File: src/rtl/alu_arbiter.sv
// alu_arbiter: lets two requesters (EX stage = r0, aux/debug = r1) share one
// combinational ALU. Round-robin grant, ALU inputs muxed from the winner, and
// the ALU result captured into a single-entry response register tagged with
// the requester id.
//
// Ports:
//   clk, rst_n                 clock (rising edge), async active-low reset
//   rX_valid / rX_ready        request handshake, X = 0,1
//   rX_a, rX_a2, rX_b, rX_b2   request operands (XLEN)
//   rX_op, rX_brn              request opcode (4b) and branch mode
//   alu_a/a2/b/b2/op/brn       operands to the shared ALU (0 when no grant)
//   alu_out, alu_taken         shared ALU result and branch-taken flag
//   rsp_valid / rsp_ready      response handshake
//   rsp_id, rsp_result, rsp_taken  captured response
//   acc_cnt0, acc_cnt1         per-requester accept counters (wrap)
module alu_arbiter #(
  parameter int XLEN = 32,
  parameter int CNTW = 16
) (
  input  logic            clk,
  input  logic            rst_n,
  input  logic            r0_valid,
  output logic            r0_ready,
  input  logic [XLEN-1:0] r0_a,
  input  logic [XLEN-1:0] r0_a2,
  input  logic [XLEN-1:0] r0_b,
  input  logic [XLEN-1:0] r0_b2,
  input  logic [3:0]      r0_op,
  input  logic            r0_brn,
  input  logic            r1_valid,
  output logic            r1_ready,
  input  logic [XLEN-1:0] r1_a,
  input  logic [XLEN-1:0] r1_a2,
  input  logic [XLEN-1:0] r1_b,
  input  logic [XLEN-1:0] r1_b2,
  input  logic [3:0]      r1_op,
  input  logic            r1_brn,
  output logic [XLEN-1:0] alu_a,
  output logic [XLEN-1:0] alu_a2,
  output logic [XLEN-1:0] alu_b,
  output logic [XLEN-1:0] alu_b2,
  output logic [3:0]      alu_op,
  output logic            alu_brn,
  input  logic [XLEN-1:0] alu_out,
  input  logic            alu_taken,
  output logic            rsp_valid,
  input  logic            rsp_ready,
  output logic            rsp_id,
  output logic [XLEN-1:0] rsp_result,
  output logic            rsp_taken,
  output logic [CNTW-1:0] acc_cnt0,
  output logic [CNTW-1:0] acc_cnt1
);

  typedef enum logic {EMPTY = 1'b0, FULL = 1'b1} state_t;

  typedef struct packed {
    logic [XLEN-1:0] a;
    logic [XLEN-1:0] a2;
    logic [XLEN-1:0] b;
    logic [XLEN-1:0] b2;
    logic [3:0]      op;
    logic            brn;
  } req_t;

  state_t                 state, state_nxt;
  req_t   [1:0]           req;
  req_t                   sel;
  logic   [1:0]           vld;
  logic   [1:0]           rdy;
  logic   [1:0][CNTW-1:0] cnt;
  logic                   rr_last;   // id of the most recent winner
  logic                   gnt_vld, gnt_id, can_accept, accept;

  assign req[0] = {r0_a, r0_a2, r0_b, r0_b2, r0_op, r0_brn};
  assign req[1] = {r1_a, r1_a2, r1_b, r1_b2, r1_op, r1_brn};
  assign vld    = {r1_valid, r0_valid};

  // r1 wins when it is alone, or when both ask and r0 won last time.
  assign gnt_vld    = |vld;
  assign gnt_id     = vld[1] & (~vld[0] | ~rr_last);
  assign can_accept = (state == EMPTY) | rsp_ready;
  assign accept     = can_accept & gnt_vld;

  // ALU mux follows the grant alone so the ALU result is valid the same
  // cycle even while the response slot is blocked.
  assign sel = gnt_vld ? req[gnt_id] : '0;
  assign {alu_a, alu_a2, alu_b, alu_b2, alu_op, alu_brn} = sel;

  assign rdy[0]   = accept & ~gnt_id;
  assign rdy[1]   = accept &  gnt_id;
  assign r0_ready = rdy[0];
  assign r1_ready = rdy[1];

  assign rsp_valid = (state == FULL);

  always_ff @(posedge clk or negedge rst_n) begin
    if (!rst_n) state <= EMPTY;
    else        state <= state_nxt;
  end

  always_comb begin
    state_nxt = state;
    case (state)
      EMPTY: if (accept) state_nxt = FULL;
      FULL:  if (!accept && rsp_ready) state_nxt = EMPTY;
      default: state_nxt = EMPTY;
    endcase
  end

  // Response slot: an accept overwrites it, which also covers the
  // consume-and-reload case on the same edge.
  always_ff @(posedge clk or negedge rst_n) begin
    if (!rst_n) begin
      rsp_id     <= 1'b0;
      rsp_result <= '0;
      rsp_taken  <= 1'b0;
      rr_last    <= 1'b1;
    end else if (accept) begin
      rsp_id     <= gnt_id;
      rsp_result <= alu_out;
      rsp_taken  <= alu_taken;
      rr_last    <= gnt_id;
    end
  end

  for (genvar g = 0; g < 2; g++) begin : g_cnt
    always_ff @(posedge clk or negedge rst_n) begin
      if (!rst_n)      cnt[g] <= '0;
      else if (rdy[g]) cnt[g] <= cnt[g] + 1'b1;
    end
  end

  assign acc_cnt0 = cnt[0];
  assign acc_cnt1 = cnt[1];

endmodule
File: config.mk
export PLATFORM = sky130hd
export DESIGN_NAME = alu_arbiter
export DESIGN_NICKNAME = d
export VERILOG_FILES = /design/src/rtl/alu_arbiter.sv
export SDC_FILE = /design/constraint.sdc
export NUM_CORES = 1
export LEC_CHECK = 0
export BUFFER_PORTS_ARGS = -buffer_cell sky130_fd_sc_hd__buf_2
export CAP_MARGIN = 30
export CORE_AREA = 4 4 195 197
export CTS_CLUSTER_SIZE = 28
export DETAILED_ROUTE_END_ITERATION = 16
export DIE_AREA = 0 0 199 201
export HOLD_SLACK_MARGIN = 0.02
export PLACE_DENSITY_LB_ADDON = 0.2
export SLEW_MARGIN = 20
export SYNTH_ARGS = -nofsm -noshare
export SYNTH_HDL_FRONTEND = slang
export SYNTH_SLANG_ARGS = --single-unit
export TNS_END_PERCENT = 30
File: constraint.sdc
create_clock -name clk -period 3 [get_ports clk]
set_clock_uncertainty 0.1 [all_clocks]
set_input_delay 0.9 -clock clk [delete_from_list [all_inputs] [get_ports clk]]
set_output_delay 0.9 -clock clk [all_outputs]
set_load 0.05 [all_outputs]
* Yosys cells after proc, flatten, opt, wreduce, memory -nomap -nowiden
Index checks and enable logic that the tools add are counted.
** Cells by class
- Add/sub/neg operators :: 2
- Magnitude comparators :: 1
- Muxes and demuxes :: 6
- Bitwise operators :: 10
- Reduce and logical (&&, ||, !) cells :: 3
** Operators with widths (count)
- two-way mux 133 bit :: 3
- adder 16 x 1 -> 16 bit (second input constant) :: 2
- AND 1 bit :: 4
- inverter 1 bit :: 4
- < comparator 1 x 2 -> 1 bit (second input constant) :: 1
- two-way mux 1 bit :: 2
- bitwise OR 1 bit :: 2
- one-hot mux 1 bit (2 select lines) :: 1
- OR reduction 2 bit :: 1
- logical AND 1 bit :: 1
- logical NOT 1 bit :: 1
** Word-level totals
- Register bits after elaboration :: 68
- Bits of input ports :: 304
- Logic and storage cells :: 29

* Longest topological paths before layout
Gate-level depths: netlist of the first run.
- Word-level depth :: 7
- Mapped depth :: 6

* Worst setup path after synthesis of the first run
No wires, ideal clock.
- Path type :: input -> output
- Start point :: input r1_valid
- End point :: output alu_a2[0]
- Arrival :: 2.042 ns
- Required time :: 2.000 ns
- Setup slack :: -0.042 ns
- Cell stages on the path :: 6
- Cells stage by stage :: a21bo_2 -> buf_6 -> buf_2 -> buf_2 -> nand3_1 -> nand2_1
** Between the ends
- Word-level cells in the longest chain between the ends :: 4
- Elaborated cells between the ends (all ways) :: 5
** Ends and longest elaborated chain
- start: declaration :: RTL line 30 : input logic r1_valid,
- AND 1 bit :: RTL line 81 : assign gnt_id = vld[1] & (~vld[0] | ~rr_last);
- two-way mux 133 bit (implied by the code) (2 in series) :: RTL line 87 : assign sel = gnt_vld ? req[gnt_id] : '0;
- two-way mux 133 bit * :: RTL line 87
- end: declaration :: RTL line 39 : output logic [XLEN-1:0] alu_a2,
Mark *: on every way between the ends. The rest lies on a longest branch, timed or not. The select of a mux whose other input is x is not followed.

* Worst setup path after layout of the first run
- Start point :: input r0_valid
- End point :: output alu_b2[12]
** Between the ends
- Word-level cells in the longest chain between the ends :: 6
- Elaborated cells between the ends (all ways) :: 7
** Ends and longest elaborated chain
- start: declaration :: RTL line 22 : input logic r0_valid,
- inverter 1 bit :: RTL line 81
- bitwise OR 1 bit :: RTL line 81
- AND 1 bit :: RTL line 81
- two-way mux 133 bit (implied by the code) (2 in series) :: RTL line 87
- two-way mux 133 bit * :: RTL line 87
- end: declaration :: RTL line 41 : output logic [XLEN-1:0] alu_b2,
Marked as above.

==> out/metrics.yaml, run 1 <==
status: "complete, no violations"
die_x_um: 199
wire_per_inst_um: 18.9
via_per_inst: 4.03
dp_hpwl_um: 26400
whs_path_depth: 1
finalSetupViolations: 0
min_period_ns: 2.98
die_area_um2: 40000
hp-start: "acc_cnt0[15]"
grt_pass1_wl_um: 43400
place_congestion: 0.920
muxShareOfSynthArea: 0.00478
grt_pass1_vias: 6704
start_kind: "primary input"
ant_nets: 0
worstPathRequired_ns: 2.00
grt_overflow: 0
synthAdderAreaFrac: 0.00531
synth_area_um2: 4710
final.setup.tns_ns: 0
crit_fanout: 7
period_share: 0.992
start_util: 0.130
dr.first_iter.drc_count: 249
hold_path_class: "reg -> reg"
avgSynthCellArea_um2: 6.55
via_count: 6951
rr_startpoint: "rr_last"
arrival_ns: 1.98
synthXorXnorAreaFrac: 0.0558
wirelength_um: 32500
max_stage_delay_ns: 0.16
io_buffers: 505
clkLatencyLatePin_ns: 0.35
cp-end-kind: "primary output"
htreeDepth: 3
grt_max_degree: 69
drv_cap: 0
synth-simple-area-share: 0.510
slew_viol_final: 0
synth_cell_types: 32
cpLargestDelayFamily: "buffers and inverters"
top_level_ports: 506
grt_use_total: 0.145
critPathBufInv: 5
worstMarginPinSlew_ns: 0.473
rsz0062_at_grt: "yes"
max_freq_mhz: 336
drive_gt1_frac: 0.510
min_to: "acc_cnt0[15]"
cts_tree: "yes"
relSlewSlack: 0.682
antenna_found_initial: 23
synth_top_area_share: 0.356
dieHeight_um: 201
fin_nets: 1549
cellPowerDensity_nw_per_um2: 534
rows: 70
area_growth_pct: 104
syn_nets: 1025
cts_root_buf: "clkbuf_16"
cts_made_buffers: 9
path_clk_slew_ns: 0.06
p_leak_nw: 5.42
slowest_stage: "a21boi_4"
core_area_um2: 36300
clock_sinks: 68
clockBufferDepth: 2
synth_largest_area_cell: "dfrtp_1"
yosys_warnings: 0
r2r-end: "acc_cnt0[1]"
drc: 0
hold_viol: 0
ctsHoldBuffers: 0
peakVddDrop_uv: 357
synth_cells: 719
dr.pass1.iters: 4
rrSetupSlack_ns: 1.06
netlist_top_cells_area: "dfrtp_1 (36%), nand2_1 (30%), nand3_1 (15%), xnor2_1 (4.1%), buf_2 (2.0%)"
rr_worst_depth: 6
ys_ff_latch: 68
fillers: 4081
synth_top_family_by_area: "simple AND/OR/NAND/NOR gates"
path_class: "in -> out"
synth_compound_area_frac: 0.00877
yosysSeqAreaShare: 0.362
final_util: 0.265
worstPathCellList: "buf_8 > a21boi_4 > buf_12 > buf_12 > buf_6 > nand2_1 > nand2_2 > buf_8"
[sequential cells by signal, indices dropped and copies added (netlist names)]
signal / flops
rr_last: 1
rsp_valid: 1
acc_cnt1: 16
rsp_id: 1
rsp_result: 32
rsp_taken: 1
acc_cnt0: 16
[per-stage QoR]
| stage | instance area [um2] | total power [W] | hold slack, ns | worst slack [ns] | std cells |
|---|---|---|---|---|---|
| after detailed placement | 8360 | 0.00371 | 0.358 | -0.107 | 1687 |
| after global placement | 8360 | 0.00372 | 0.353 | -0.0910 | 1687 |
| after floorplan | 4760 | 0.00281 | 0.408 | -0.0425 | 719 |
| after CTS | 9050 | 0.00506 | 0.374 | -0.00228 | 1705 |
| after global routing | 9600 | 0.00539 | 0.390 | -0.0323 | 1724 |
| final | 9610 | 0.00513 | 0.368 | 0.0249 | 1726 |
[layout make-up]
cell class | instances | area [um2] | share of cell area
Antenna cell | 10 | 25.0 | 0.00260
Clock buffer | 9 | 225 | 0.0234
Clock inverter | 7 | 98.8 | 0.0103
Inverter | 2 | 7.51 | 0.000781
Multi-Input combinational cell | 595 | 2880 | 0.300
Sequential cell | 68 | 1700 | 0.177
Tap cell | 468 | 586 | 0.0609
Timing Repair Buffer | 567 | 4080 | 0.425
[how the worst max path moves through the flow]
stage	endpoint	from	slack, ns	depth (start not counted)
floorplan	alu_a2[9]	r1_valid	-0.04	6
global placement	alu_a2[17]	r0_valid	-0.09	7
detailed placement	alu_b2[12]	r0_valid	-0.11	7
CTS	alu_a[0]	r1_valid	-0.002	7
global route	alu_a2[15]	r0_valid	-0.03	8
finish	alu_b2[12]	r0_valid	0.02	8
[worst register-to-register path: stages (launching register included)]
cell	delay [ns]
dfstp_2	0.59
a21boi_4	0.07
buf_12	0.15
buf_4	0.15
nor3_2	0.28
buf_4	0.18
mux2_2	0.32
[synthesized netlist by cell type]
cell type,count
a21boi_1,1
nor2b_1,2
a21o_1,2
nor4_1,2
buf_2,19
mux2_2,2
and2_1,2
nand2b_1,1
buf_4,1
clkbuf_1,15
and4_1,1
nand2_1,375
buf_6,2
nand4_2,1
ha_1,2
dfstp_2,1
buf_1,17
nor3_2,2
a21bo_2,1
nor4_2,1
xnor2_1,22
nor2_4,1
nand4_1,9
nor2_1,5
nor4_4,2
nand3_1,145
inv_1,2
nor3_1,2
xor2_1,8
and3_1,5
dfrtp_1,67
o21ai_2,1
[cells in the final DEF (no fill, tap or decap), types with 4 or more instances in the layout]
cell type and count:
buf_2 373, nand2_1 335, nand3_1 145, buf_4 85, dfrtp_1 67, buf_6 60, nand2_2 38, buf_12 25
xnor2_1 22, clkbuf_16 15, diode_2 10, buf_8 10, nand4_1 9, xor2_1 8, clkbuf_4 6, and3_1 5
nor2_1 4
[cells by family (layout without fill, tap and decap cells)]
logic type      Yosys count  count (layout)
other cells               0              10
mux                       2               2
fa+ha+maj                 2               2
flops                    68              68
compound gates            5               5
xor+xnor                 30              30
simple gates            556             556
buf+inv                  56             585
[report_power, final]
group | internal (W) | switching, W
logic | 0.000907 | 0.00185
clock network | 0.000734 | 0.000448
registers | 0.00105 | 0.000137
total | 0.00269 | 0.00243
[metal layers]
layer / GRT usage / vias up / wire length (um)
li1: - / 3373 / -
met2: 0.251 / 323 / 16400
met1: 0.181 / 3210 / 13400
met4: 0.0398 / 0 / 525
met3: 0.0292 / 45 / 2200
met5: 0 / - / 0
[repair_timing]
action | 4_1_cts | 5_1_grt
gates cloned | 1 | 7
buffers inserted | 1 | 4
endpoints found under the setup margin | 118 | 112
pin swaps | 2 | 2
gates resized for setup | 121 | 114
Power figures use the tool's default switching activity.
==> inputs of run 2 (changes only) <==
CELL_PAD_IN_SITES_DETAIL_PLACEMENT = 1   (was default)
CELL_PAD_IN_SITES_GLOBAL_PLACEMENT = 1   (was default)
==> out/metrics.yaml, run 2 (synthesis gave the netlist of run 1 again) <==
slowest_stage: "nor3_4"
clkLatencyLatePin_ns: 0.35  # about the same
wirelength_um: 32900  # +1.0%
grt_pass1_wl_um: 45100  # +3.9%
stdcell_area_um2: 9600  # -0.13%
relSlewSlack: 0.658  # -0.0244
cp-end-kind: "primary output"
seqPwrFrac: 0.232  # about the same
worstMarginPinSlew_ns: 0.509  # +0.0363 ns
core_area_um2: 36300  # unchanged
drive_gt1_frac: 0.503  # -0.00722
internal_power_w: 0.00269  # about the same
violations: "negative setup slack"
crit_fanout: 8  # +1
min_period_ns: 3.02  # +0.0437 ns
power.switching_w: 0.00243  # about the same
cpLargestDelayFamily: "buffers and inverters"
start_util: 0.130  # unchanged
dr.pass1.iters: 4  # unchanged
htreeDepth: 3  # unchanged
top_register: "rsp_result"
finalSetupViolations: 1  # +1
io_buffers: 505  # unchanged
power.share.combinational: 0.540  # +0.003
fin_nets: 1551  # +0.13%
ant_nets: 0  # unchanged
drc: 0  # unchanged
fillers: 4524  # +11%
largest_reg_flops: 32  # unchanged
dr.first_iter.drc_count: 227  # -8.8%
max_stage_delay_ns: 0.25  # +0.09 ns
path_class: "in -> out"
area_growth_pct: 104
top_level_ports: 506  # unchanged
total_power_w: 0.00513  # about the same
dp_hpwl_um: 26300  # -0.46%
swShare: 0.474  # about the same
path_common_cell: "buf_12"
final_util: 0.265  # -0.000345
dieHeight_um: 201  # unchanged
place_ws_ns: -0.168  # -0.0610 ns
slew_viol_final: 0  # unchanged
power_frac_clock: 0.228  # -0.003
mostFrequentLayoutCell: "buf_2"
critPathBufInv: 5  # unchanged
status: "finished, violations left"
via_per_inst: 4.06  # +0.82%
rsz0062_at_grt: "yes"
grt_max_degree: 69  # unchanged
worstPathCellList: "buf_8 > a21boi_4 > buf_6 > buf_12 > clkbuf_16 > nor3_4 > buf_12"
clock_sinks: 68  # unchanged
hold_viol: 0  # unchanged
arrival_ns: 2.02  # +0.04 ns
cts_made_buffers: 9  # unchanged
cts_root_buf: "clkbuf_16"
busiest_layer: "met2"
die_x_um: 199  # unchanged
fin_ws_ns: -0.0188  # -0.0437 ns
cellPowerDensity_nw_per_um2: 534  # about the same
drv_cap: 0  # unchanged
grt_use_total: 0.147  # +0.00257
use_met3: 0.0431  # +0.0139
grt_overflow: 0  # unchanged
die_area_um2: 40000  # unchanged
worstPathRequired_ns: 2.00  # about the same
grtUsageMet1: 0.172  # -0.00902
wire_per_inst_um: 19.1  # +1.2%
final.setup.tns_ns: -0.0188  # -0.0188 ns
via_count: 6996  # +0.65%
p_leak_nw: 5.44  # +0.35%
path_clk_slew_ns: 0.06  # about the same
peakVddDrop_uv: 266  # -26%
period_share: 1.01  # +0.0146
antenna_found_initial: 10  # -57%
hold_path_class: "reg -> reg"
clockBufferDepth: 2  # unchanged
final_cell_mix: "buf_2 (375), nand2_1 (346), nand3_1 (145)"
max_freq_mhz: 331  # -1.4%
use_met2: 0.262  # +0.0109
place_congestion: 0.887  # -3.6%
place_area_um2: 8400  # +0.45%
cts_tree: "yes"
start_kind: "primary input"
grt_pass1_vias: 7202  # +7.4%
rows: 70  # unchanged
run 2: cell count changes in the layout (fill, tap and decap cells not counted), moves of 3 or more:
cell     before  now
buf_12       25   28
buf_6        60   65
buf_8        10    3
diode_2      10    5
nand2_1     335  346
nand2_2      38   29
run 2: tightest hold or removal path: cells and delay by family (launching register included):
family / cells / cell delay (ns)
DFF: 1 / 0.34
and+or+nand+nor: 2 / 0.11
run 2: layer usage:
metal / vias to the layer above / wire, um
li1: 3372 / -
met1: 3290 / 13200
met2: 294 / 16500
met3: 38 / 2580
met4: 2 / 601
met5: - / 7
run 2: final cells by class:
type | instances | area [um2] | share of cell area
Timing Repair Buffer | 569 | 4110 | 0.428
Multi-Input combinational cell | 595 | 2850 | 0.297
Sequential cell | 68 | 1700 | 0.177
Tap cell | 468 | 586 | 0.0610
Clock buffer | 9 | 225 | 0.0235
Clock inverter | 7 | 98.8 | 0.0103
Antenna cell | 5 | 12.5 | 0.00130
Inverter | 2 | 7.51 | 0.000782
run 2: stage by stage:
step / instances / hold slack, ns
floorplan: 719 / 0.408
global placement: 1687 / 0.353
detailed placement: 1687 / 0.360
CTS: 1703 / 0.376
global route: 1720 / 0.392
finish: 1723 / 0.372
run 2: what timing repair did:
action                                  4_1_cts  5_1_grt
hold buffers                                  0        0
gates resized for setup                     124       96
endpoints found under the setup margin      114      120
pin swaps                                     0        2
buffers inserted                              0        8
cloned                                        0        8
run 2: power by group through the flow:
stage / sequential [W] / clock [W] / combinational [W]
2_1_floorplan: 0.00165 / 0 / 0.00115
4_1_cts: 0.00119 / 0.00121 / 0.00266
3_3_place_gp: 0.00120 / 0 / 0.00254
3_5_place_dp: 0.00121 / 0 / 0.00254
5_1_grt: 0.00122 / 0.00124 / 0.00294
6_report: 0.00119 / 0.00117 / 0.00277
run 2: final timing paths:
check | startpoint | endpoint | slack, ns | depth (start not counted)
worst min-delay path | rsp_result[17] | rsp_result[17] | 0.37 | 2
max in group asynchronous | rst_n | rr_last | 1.96 | 2
worst max register to register | rr_last | acc_cnt1[15] | 0.90 | 7
worst max-delay path | r1_valid | r0_ready | -0.02 | 7
worst min register to register | rsp_result[17] | rsp_result[17] | 0.37 | 2
min in group asynchronous | rst_n | rsp_result[11] | 0.47 | 2
==> inputs of run 3 (changes only) <==
CORE_AREA = 2 2 199 201   (was 4 4 195 197)
DIE_AREA = 0 0 201 203   (was 0 0 199 201)
==> out/metrics.yaml, run 3 (synthesis gave the netlist of run 1 again) <==
status: "complete, no violations"
grt_overflow: 0  # unchanged
ant_nets: 0  # unchanged
die_x_um: 201  # +1.0%
hp-start: "rsp_result[16]"
top_register: "rsp_result"
fin_ws_ns: 0.0363  # +0.0551 ns
core_area_um2: 38500  # +6.1%
clock_sinks: 68  # unchanged
die_area_um2: 40800  # +2.0%
rrSetupSlack_ns: 1.17  # +0.27 ns
p_leak_nw: 5.40  # -0.85%
hold_path_class: "reg -> reg"
worstMarginPinSlew_ns: 0.607  # +0.0979 ns
grt_max_degree: 62  # -10%
grt_pass1_wl_um: 46300  # +2.6%
final_cell_mix: "buf_2 (374), nand2_1 (329), nand3_1 (145)"
max_freq_mhz: 337  # +1.9%
rr_startpoint: "rr_last"
clkLatencyLatePin_ns: 0.34  # about the same
start_util: 0.122  # -0.00745
htreeDepth: 3  # unchanged
dieHeight_um: 203  # +1.0%
io_buffers: 505  # unchanged
dr.first_iter.drc_count: 258  # +14%
hold_viol: 0  # unchanged
place_congestion: 0.864  # -2.5%
rr_worst_depth: 5  # -2
path_class: "in -> out"
mostFrequentLayoutCell: "buf_2"
cellPowerDensity_nw_per_um2: 531  # -0.59%
via_per_inst: 3.92  # -3.5%
top_level_ports: 506  # unchanged
place_ws_ns: -0.130  # +0.0384 ns
whs_path_depth: 2  # unchanged
via_count: 6908  # -1.3%
r2r-end: "acc_cnt1[15]"
cts_made_buffers: 9  # unchanged
fin_nets: 1540  # -0.71%
clockBufferDepth: 2  # unchanged
grt_pass1_vias: 7208  # +0.083%
wire_per_inst_um: 18.3  # -4.3%
instances_no_fill: 1763  # +2.3%
min_to: "rsp_result[16]"
rsz0062_at_grt: "yes"
whs_ns: 0.370  # -0.00205 ns
cts_root_buf: "clkbuf_16"
min_period_ns: 2.96  # -0.0551 ns
period_share: 0.988  # -0.0184
finalSetupViolations: 0  # -1
antenna_found_initial: 11  # +1
dp_hpwl_um: 26100  # -0.77%
relSlewSlack: 0.595  # -0.0627
wirelength_um: 32200  # -2.0%
crit_fanout: 16  # +8
path_clk_slew_ns: 0.06  # about the same
drc: 0  # unchanged
area_growth_pct: 106
arrival_ns: 1.96  # -0.06 ns
rows: 72  # +2.9%
cp-end-kind: "primary output"
grt_use_total: 0.150  # +0.00312
cts_tree: "yes"
start_kind: "primary input"
peakVddDrop_uv: 322  # +21%
largest_reg_flops: 32  # unchanged
drive_gt1_frac: 0.512  # +0.00850
drv_cap: 0  # unchanged
worstPathRequired_ns: 2.00  # about the same
dp.cells: 1737  # +3.0%
dr.pass1.iters: 4  # unchanged
slew_viol_final: 0  # unchanged
ctsHoldBuffers: 0  # unchanged
[run 3: cell types whose count changed in the layout (fill, tap and decap cells not counted), sizes merged]
cell and change:
buf -3, clkbuf -7, diode +1, inv -1
[run 3: how the worst max path moves through the flow]
stage | start | to | slack [ns] | cells after the start
after floorplan | r1_valid | alu_a2[9] | -0.04 | 6
after global placement | r1_valid | alu_a2[24] | -0.10 | 7
after detailed placement | r1_valid | alu_a[29] | -0.13 | 7
after CTS | r1_valid | alu_a2[19] | -0.03 | 7
after global routing | r0_valid | alu_b2[2] | -0.04 | 7
final | r1_valid | alu_a2[10] | 0.04 | 7
[run 3: metrics by stage]
stage	util	TNS, ns	cell area (um2)	total power [W]
detailed placement	0.221	-8.72	8490	0.00375
floorplan	-	-2.08	4760	0.00281
global route	0.252	-0.793	9680	0.00543
global placement	0.221	-6.07	8490	0.00375
CTS	0.244	-0.426	9380	0.00516
finish	0.252	0	9680	0.00514
[run 3: timing repair]
item                                    4_1_cts  5_1_grt
setup buffers                                 0        1
cloned                                        0        3
pin swaps                                    12       20
gates resized for setup                     190       62
endpoints found under the setup margin      125      127
[run 3: power breakdown]
group          leakage [nW]  total (W)  switching [W]  internal, W
Combinational          4.38    0.00277        0.00186     0.000912
Clock                 0.159    0.00118       0.000431     0.000750
Sequential            0.860    0.00119       0.000134      0.00105
[run 3: metal layers]
metal,global-route usage,part of all wire
met3,0.0395,0.067
met1,0.171,0.39
met5,0,0
met4,0.0556,0.026
met2,0.270,0.52
[run 3: critical path, cell delays in order]
cell       delay (ns)
buf_6            0.10
a21bo_4          0.24
buf_4            0.16
clkbuf_16        0.17
nand3_1          0.12
nand2_2          0.11
buf_6            0.15
[run 3: area by class of cell]
cell class | instances | area (um2)
Antenna cell | 6 | 15.0
Clock buffer | 10 | 239
Clock inverter | 6 | 86.3
Fill cell | 4763 | 28800
Inverter | 2 | 7.51
Multi-Input combinational cell | 595 | 2890
Sequential cell | 68 | 1700
Tap cell | 518 | 648
Timing Repair Buffer | 558 | 4100
